<file path="src/rtl/mem_access_stage.sv">
// mem_access_stage
//   Memory stage of the 5-stage pipeline, between the EX/MEM and MEM/WB
//   registers. Non-memory instructions pass straight through in one cycle.
//   Loads and stores run over a req/ack data-memory port. While an access is
//   outstanding, stall freezes IF..EX and the EX/MEM register.
//
// Ports
//   clk, rst          pipeline clock (rising edge), async active-high reset
//   exmem*            instruction currently in MEM (held stable while stall=1)
//   dmemReq/We/Addr/Wdata/Be   registered request, held for the whole access
//   dmemRdata/dmemAck          single-cycle completion with read data
//   stall             combinational: hold upstream stages this cycle
//   memwbRd/Wb/Data   MEM/WB register read by write-back and forwarding
//   memErr            sticky misalign/timeout flag, cleared only by rst
module mem_access_stage #(
  parameter int TIMEOUT = 16
) (
  input  logic        clk,
  input  logic        rst,
  input  logic [4:0]  exmemRd,
  input  logic [31:0] exmemAlu,
  input  logic [31:0] exmemReg2,
  input  logic        exmemWb,
  input  logic        exmemMemRead,
  input  logic        exmemMemWrite,
  input  logic [2:0]  exmemFunc3,
  input  logic [31:0] dmemRdata,
  input  logic        dmemAck,
  output logic        dmemReq,
  output logic        dmemWe,
  output logic [31:0] dmemAddr,
  output logic [31:0] dmemWdata,
  output logic [3:0]  dmemBe,
  output logic        stall,
  output logic [4:0]  memwbRd,
  output logic        memwbWb,
  output logic [31:0] memwbData,
  output logic        memErr
);

  localparam int CW = (TIMEOUT > 1) ? $clog2(TIMEOUT) : 1;

  typedef enum logic {IDLE, BUSY} state_t;

  state_t        state;
  logic [CW-1:0] count;
  logic          ld_q;
  logic [1:0]    off_q;
  logic [2:0]    f3_q;

  logic          memop;
  logic [1:0]    off;
  logic          is_byte;
  logic          is_half;
  logic          misalign;
  logic          last;
  logic [3:0]    be_next;
  logic [31:0]   wdata_next;

  // Pick the byte/half lane at the latched offset and extend it.
  function automatic logic [31:0] load_ext(input logic [31:0] rdata,
                                           input logic [1:0]  lane,
                                           input logic [2:0]  f3);
    logic [7:0]  b;
    logic [15:0] h;
    b = rdata[{lane, 3'b000} +: 8];
    h = lane[1] ? rdata[31:16] : rdata[15:0];
    case (f3)
      3'b000:  load_ext = {{24{b[7]}}, b};
      3'b100:  load_ext = {24'h000000, b};
      3'b001:  load_ext = {{16{h[15]}}, h};
      3'b101:  load_ext = {16'h0000, h};
      default: load_ext = rdata;
    endcase
  endfunction

  // Decode access size, alignment and byte-lane placement of the store data.
  always_comb begin
    memop   = exmemMemRead | exmemMemWrite;
    off     = exmemAlu[1:0];
    is_byte = (exmemFunc3 == 3'b000) || (exmemFunc3 == 3'b100);
    is_half = (exmemFunc3 == 3'b001) || (exmemFunc3 == 3'b101);
    if (is_byte) begin
      misalign   = 1'b0;
      be_next    = 4'b0001 << off;
      wdata_next = {4{exmemReg2[7:0]}};
    end else if (is_half) begin
      misalign   = off[0];
      be_next    = off[1] ? 4'b1100 : 4'b0011;
      wdata_next = {2{exmemReg2[15:0]}};
    end else begin
      // unsupported func3 values fall through to a word access
      misalign   = (off != 2'b00);
      be_next    = 4'b1111;
      wdata_next = exmemReg2;
    end
  end

  // Stall while a request is being launched or is still waiting on ack.
  always_comb begin
    last = (count == CW'(TIMEOUT - 1));
    if (rst) begin
      stall = 1'b0;
    end else if (state == IDLE) begin
      stall = memop & ~misalign;
    end else begin
      stall = ~dmemAck & ~last;
    end
  end

  // Access FSM, request register and MEM/WB register.
  always_ff @(posedge clk or posedge rst) begin
    if (rst) begin
      state     <= IDLE;
      count     <= '0;
      ld_q      <= 1'b0;
      off_q     <= 2'b00;
      f3_q      <= 3'b000;
      dmemReq   <= 1'b0;
      dmemWe    <= 1'b0;
      dmemAddr  <= 32'h0000_0000;
      dmemWdata <= 32'h0000_0000;
      dmemBe    <= 4'b0000;
      memwbRd   <= 5'd0;
      memwbWb   <= 1'b0;
      memwbData <= 32'h0000_0000;
      memErr    <= 1'b0;
    end else begin
      case (state)
        IDLE: begin
          if (memop && !misalign) begin
            state     <= BUSY;
            count     <= '0;
            ld_q      <= exmemMemRead;
            off_q     <= off;
            f3_q      <= exmemFunc3;
            dmemReq   <= 1'b1;
            // a load wins when both read and write are set
            dmemWe    <= exmemMemWrite & ~exmemMemRead;
            dmemAddr  <= {exmemAlu[31:2], 2'b00};
            dmemWdata <= wdata_next;
            dmemBe    <= be_next;
            memwbRd   <= 5'd0;
            memwbWb   <= 1'b0;
            memwbData <= 32'h0000_0000;
          end else if (memop) begin
            memErr    <= 1'b1;
            memwbRd   <= 5'd0;
            memwbWb   <= 1'b0;
            memwbData <= 32'h0000_0000;
          end else begin
            memwbRd   <= exmemRd;
            memwbWb   <= exmemWb;
            memwbData <= exmemAlu;
          end
        end
        BUSY: begin
          if (dmemAck) begin
            // ack on the timeout cycle still completes normally
            state     <= IDLE;
            count     <= '0;
            dmemReq   <= 1'b0;
            memwbRd   <= exmemRd;
            memwbWb   <= exmemWb;
            memwbData <= ld_q ? load_ext(dmemRdata, off_q, f3_q) : exmemAlu;
          end else if (last) begin
            state     <= IDLE;
            count     <= '0;
            dmemReq   <= 1'b0;
            memErr    <= 1'b1;
            memwbRd   <= 5'd0;
            memwbWb   <= 1'b0;
            memwbData <= 32'h0000_0000;
          end else begin
            count <= count + 1'b1;
          end
        end
        default: begin
          state   <= IDLE;
          count   <= '0;
          dmemReq <= 1'b0;
        end
      endcase
    end
  end

endmodule

</file>
<file path="config.mk">
export PLATFORM = sky130hd
export DESIGN_NAME = mem_access_stage
export DESIGN_NICKNAME = d
export VERILOG_FILES = /design/src/rtl/mem_access_stage.sv
export SDC_FILE = /design/constraint.sdc
export NUM_CORES = 1
export LEC_CHECK = 0
export ABC_CLOCK_PERIOD_IN_PS = 10900
export CAP_MARGIN = 0
export CORE_MARGIN = 1
export CORE_UTILIZATION = 49
export CTS_BUF_LIST = sky130_fd_sc_hd__clkbuf_8
export DETAILED_ROUTE_END_ITERATION = 6
export PLACE_DENSITY_LB_ADDON = 0.1
export SYNTH_ARGS = -nofsm -noshare
export SYNTH_HDL_FRONTEND = slang
export SYNTH_SLANG_ARGS = --single-unit
export TNS_END_PERCENT = 10
</file>
<file path="constraint.sdc">
create_clock -name clk -period 10.9 [get_ports clk]
set_input_delay 1.09 -clock clk [delete_from_list [all_inputs] [get_ports clk]]
set_output_delay 1.09 -clock clk [all_outputs]
set_load 0.02 [all_outputs]
</file>
==> results of run 1 <==
## metal layers
layer  GRT usage  up-vias  part of all wire
met3      0.0990       33             0.089
li1            -     2532                 -
met4       0.111        0             0.021
met5           0        -                 0
met2       0.483      240              0.49
met1       0.366     2578              0.40
## logic make-up (layout without fill, tap and decap cells)
logic type	Yosys count	in the layout	synth area share
and+or+nand+nor	229	229	0.164
AOI/OAI and AO/OA	169	169	0.192
DFF	118	118	0.520
buffers and inverters	58	258	0.0482
muxes	38	38	0.0716
adders and majority gates	1	1	0.00220
other	1	2	0.000660
xor gates and xnor gates	1	1	0.00154
## critical path, stage by stage
cell and delay [ns]:
clkdlybuf4s50_1 0.78, a21oi_1 0.51, o221ai_4 0.16, a21oi_1 0.20, clkdlybuf4s50_1 0.64
## area by class of cell
class,count,area [um2],share of cell area
inverter,9,36.3,0.00441
clock buffer,23,317,0.0385
timing repair buffer,221,2200,0.268
tap,140,175,0.0213
multi-input combinational,440,2490,0.303
sequential,118,2950,0.359
clock inverter,5,48.8,0.00594
## worst max path at each step
stage	end	depth (start not counted)	slack [ns]	startpoint
3_3_place_gp	stall	5	6.47	exmemFunc3[0]
4_1_cts	stall	5	6.43	exmemFunc3[0]
2_1_floorplan	count[0]	1	6.68	rst
5_1_grt	stall	5	6.36	exmemFunc3[0]
6_report	stall	5	6.42	exmemFunc3[0]
3_5_place_dp	stall	5	6.43	exmemFunc3[0]
## metrics by stage
stage	utilization	hold slack, ns	area, um2	worst slack, ns	instances
6_report	0.742	0.475	8220	6.42	956
5_1_grt	0.742	0.495	8220	6.36	956
4_1_cts	0.742	0.478	8220	6.43	956
3_5_place_dp	0.709	0.461	7860	6.43	928
3_3_place_gp	0.709	0.456	7860	6.47	928
2_1_floorplan	-	0.475	5690	6.68	616
## state kept, by name, indices dropped and copies added, names as in the netlist
signal	flops
count	4
dmemAddr	30
dmemBe	4
dmemReq	1
dmemWdata	32
dmemWe	1
f3_q	3
ld_q	1
memErr	1
memwbData	32
memwbRd	5
memwbWb	1
off_q	2
state	1
## cells in the final DEF (no fill, tap or decap), types with 3 or more instances in the layout
cell,netlist,routed
nor2_1,36,35
buf_4,2,4
dfrtp_1,118,118
a22oi_1,9,9
nand3_1,3,3
o22ai_1,3,3
or3_1,7,7
clkinv_2,0,3
nand2b_1,9,9
a22o_1,6,6
nor2b_1,4,4
a31oi_1,6,6
clkbuf_8,0,23
o21ai_0,40,40
mux2_2,5,5
nor3_1,4,4
o221ai_1,16,15
a21oi_1,51,51
inv_1,8,8
nand2_1,162,162
o311a_1,4,4
o21ai_1,10,9
mux2i_1,30,30
clkdlybuf4s50_1,0,217
a221o_1,8,8
## power breakdown
part / switching [mW] / internal, mW / leakage [nW]
Sequential: 0.0818 / 0.546 / 1.48
Clock: 0.164 / 0.210 / 0.197
Combinational: 0.357 / 0.298 / 1.98
Total: 0.603 / 1.05 / 3.65
==> impl_metrics.yaml, run 1 <==
critical_path:
  critPathMaxFanout: 14
  crit_path_end_kind: "output pin"
  rr_startpoint: "off_q[1]"
  r2r-end: "memwbData[27]"
  rr_worst_depth: 4
  worstSetupPathType: "input pin to output pin"
  r2r_slack_ns: 8.61
  arrival_ns: 3.39
  crit_path_start_kind: "input pin"
  cp_data_required_time_ns: 9.81
detailed_routing:
  dr.pass1.iters: 6
  wl_per_cell_um: 18.2
  ant_nets: 0
  vias_per_cell: 5.63
  vias: 5383
  initialDrtViolationCount: 386
  routed_wl_mm: 17.4
  drc: 0
pwr:
  irDropWorstVdd_v: 0.000122
  total_power_mw: 1.66
  p_leak_nw: 3.65
  powerDensity_nw_per_um2: 202
die:
  die_x_um: 110
  core_area_um2: 11100
  io_pins: 220
  die_y_um: 110
  dieArea_um2: 12000
  start_util: 0.513
  rows: 38
global_routing:
  grt_pass1_vias: 5187
  antenna_found_initial: 0
  grt_first_pass_wirelength_mm: 26.7
  track_usage: 0.297
  overflow: 0
  grt_max_degree: 94
sta:
  drv_slew: 0
  max_freq_mhz: 223
  setup_tns_ns: 0
  worstMarginPinSlew_ns: 1.25
  relSlewSlack: 0.168
  rsz0062_at_grt: "no"
  finalSetupViolations: 0
  hold_viol: 0
  finalCritPeriodShare: 0.411
  skew_ns: 0.0110
  period_needed_ns: 4.48
logic_synthesis:
  ys_ff_latch: 118
  ys_async_sr_fraction: 1.00
  yosys-top-cells-area: "dfrtp_1 52%, nand2_1 11%, mux2i_1 5.3%"
  synth_top_area_frac: 0.520
  ys_types: 48
  synth_common_cells: "162 x nand2_1, 118 x dfrtp_1, 51 x a21oi_1"
  yosys.cell_count.top_type: "nand2_1"
  yosysTopAreaCell: "dfrtp_1"
  ys.flop_type: "dfrtp_1"
  postSynthAreaPerCell_um2: 9.24
  ys_warn_count: 0
  syn_area_um2: 5680
  synth-seq-area-share: 0.520
  synth_edf_count: 0
  netlist_instances: 615
min_path:
  worstHoldEndpoint: "dmemAddr[17]"
  hp-class: "flip-flop to flip-flop"
  timing.hold.worst.start: "dmemAddr[17]"
  whs_path_depth: 2
placed_design:
  io_buffer_count: 217
  hpwl_mm: 12.5
  gp_congestion: 0.877
cells_and_area:
  drive_above_1_share: 0.0576
  area_delta_synth_final_pct: 44.6
  final_nets: 918
  fill_cells: 824
  antenna_cells: 0
cts:
  clock_path_buffers: 2
  h-tree-depth: 4
  cts_root_buf: "clkbuf_8"
  cts_tree: "done"
  postCtsSetupBuffers: 0
  cts_resized: 0
  cts_hold_buf: 0
  insertion_delay_ns: 0.44
  clkSinkCount: 118
  numCtsBuffers: 17
  cts.clk_slew.worst_paths_ns: 0.06
status:
  outcome: "finished, final reports clean"
job:
  cap_violations: 0
Power figures use the tool's default switching activity.
==> run 2: changes to the inputs <==
- ABC_CLOCK_PERIOD_IN_PS: 10900 -> 4400
- CORE_UTILIZATION: 49 -> 45
- clock period: 10.9 -> 4.4 ns (I/O delays scaled with it)
==> impl_metrics.yaml, run 2 (synthesis gave the netlist of run 1 again) <==
cells_and_area:
  stdcell_count: 990
  drive_above_1_share: 0.0645
  area_delta_synth_final_pct: 46.9
  design_area_um2: 8350
  antenna_cells: 0
  reg_top3: "dmemWdata x32, memwbData x32, dmemAddr x30"
  fill_cells: 993
  final_common_cell: "clkdlybuf4s50_1"
  final_nets: 921
  final_cell_mix: "217 x clkdlybuf4s50_1, 162 x nand2_1, 118 x dfrtp_1"
sta:
  skew_ns: 0.00854
  hold_viol: 0
  finalSetupViolations: 0
  period_needed_ns: 3.20
  max_freq_mhz: 313
  rsz0062_at_grt: "no"
  relSlewSlack: 0.248
  finalCritPeriodShare: 0.727
  layout_setup_ws_ns: 1.20
  worstMarginPinSlew_ns: 1.13
  whs_ns: 0.476
  setup_tns_ns: 0
  drv_slew: 0
critical_path:
  cp_cell_sequence: "ha_1 -> and3_1 -> nand2b_1 -> a21oi_1 -> clkdlybuf4s50_1"
  critPathMaxFanout: 19
  cpMaxStageDelayCell: "clkdlybuf4s50_1"
  arrival_ns: 2.76
  worstSetupPathType: "flip-flop to output pin"
  cp_data_required_time_ns: 3.96
  path_depth: 5
  path_buf_inv: 1
  crit_path_start_kind: "flip-flop"
  max_stage_delay_ns: 0.65
  crit_path_end_kind: "output pin"
  rr_worst_depth: 4
  crit_family: "simple AND/OR/NAND/NOR gates"
detailed_routing:
  drc: 0
  vias_per_cell: 5.40
  vias: 5348
  dr.pass1.iters: 4
  routed_wl_mm: 17.5
  initialDrtViolationCount: 322
  wl_per_cell_um: 17.7
  ant_nets: 0
die:
  die_y_um: 114
  dieArea_um2: 13100
  die_x_um: 114
  start_util: 0.467
  io_pins: 220
  core_area_um2: 12200
  rows: 40
pwr:
  p_leak_nw: 3.70
  irDropWorstVdd_v: 0.000280
  p_comb_frac: 0.382
  powerDensity_nw_per_um2: 509
  clkPwrFrac: 0.254
  pwr-share-seq: 0.365
  intPower_mw: 2.74
  switching_power_mw: 1.52
  switching_share: 0.356
min_path:
  hp-class: "flip-flop to flip-flop"
  whs_path_depth: 2
placed_design:
  io_buffer_count: 217
  hpwl_mm: 12.6
  dpl.cell_count: 959
  placed_cell_area_um2: 7910
  place_ws_ns: 1.42
  gp_congestion: 0.923
cts:
  insertion_delay_ns: 0.43
  clock_path_buffers: 2
  cts_hold_buf: 0
  cts.clk_slew.worst_paths_ns: 0.07
  cts_tree: "done"
  h-tree-depth: 4
  clkSinkCount: 118
  cts_root_buf: "clkbuf_8"
  cts_resized: 0
  numCtsBuffers: 17
  postCtsSetupBuffers: 0
global_routing:
  overflow: 0
  grt_pass1_vias: 5269
  grt_max_degree: 94
  antenna_found_initial: 0
  track_usage: 0.279
  grt_first_pass_wirelength_mm: 27.7
status:
  outcome: "finished, final reports clean"
job:
  cap_violations: 0
==> run 2: cell count changes in the layout (fill, tap and decap cells not counted), sizes merged <==
cell / change
buf: +3
bufinv: +2
clkinvlp: +1
==> run 2: routing by layer <==
metal / global-route usage / vias up / share of wire
met1: 0.352 / 2567 / 0.41
met4: 0.0987 / 0 / 0.019
li1: - / 2536 / -
met2: 0.455 / 222 / 0.48
met3: 0.0858 / 23 / 0.085
met5: 0 / - / 0
==> run 2: power by group through the flow <==
stage | Clock (mW) | Combinational [mW] | Sequential (mW)
finish | 1.08 | 1.62 | 1.55
global route | 1.16 | 1.74 | 1.59
CTS | 1.10 | 1.63 | 1.55
detailed placement | 0 | 1.63 | 1.56
global placement | 0 | 1.60 | 1.55
floorplan | 0 | 0.599 | 1.82
==> run 2: path summary, 6_finish.rpt <==
path,startpoint,endpoint,slack [ns]
worst max-delay path,count[0],stall,1.20
worst min-delay path,dmemAddr[24],dmemAddr[24],0.48
worst max register to register,off_q[1],memwbData[23],2.03
worst min register to register,dmemAddr[24],dmemAddr[24],0.48
max in group asynchronous,rst,dmemAddr[10],2.96
min in group asynchronous,rst,dmemWdata[2],0.57
==> run 2: stage by stage <==
| step | power (mW) | util |
|---|---|---|
| 2_1_floorplan | 2.41 | - |
| 3_3_place_gp | 3.15 | 0.651 |
| 3_5_place_dp | 3.19 | 0.651 |
| 4_1_cts | 4.28 | 0.687 |
| 5_1_grt | 4.49 | 0.687 |
| 6_report | 4.25 | 0.687 |
==> run 2: area by class of cell <==
| type | instances | area (um2) | area share |
|---|---|---|---|
| clock buffer | 23 | 317 | 0.0379 |
| tap | 168 | 210 | 0.0252 |
| multi-input combinational | 440 | 2490 | 0.298 |
| inverter | 9 | 36.3 | 0.00435 |
| timing repair buffer | 224 | 2220 | 0.266 |
| sequential | 118 | 2950 | 0.354 |
| clock inverter | 8 | 120 | 0.0144 |
==> run 2: tightest hold or removal path: stages, from the launching register on <==
cell     delay, ns
dfrtp_1       0.34
nand2_1       0.05
nand2_1       0.06
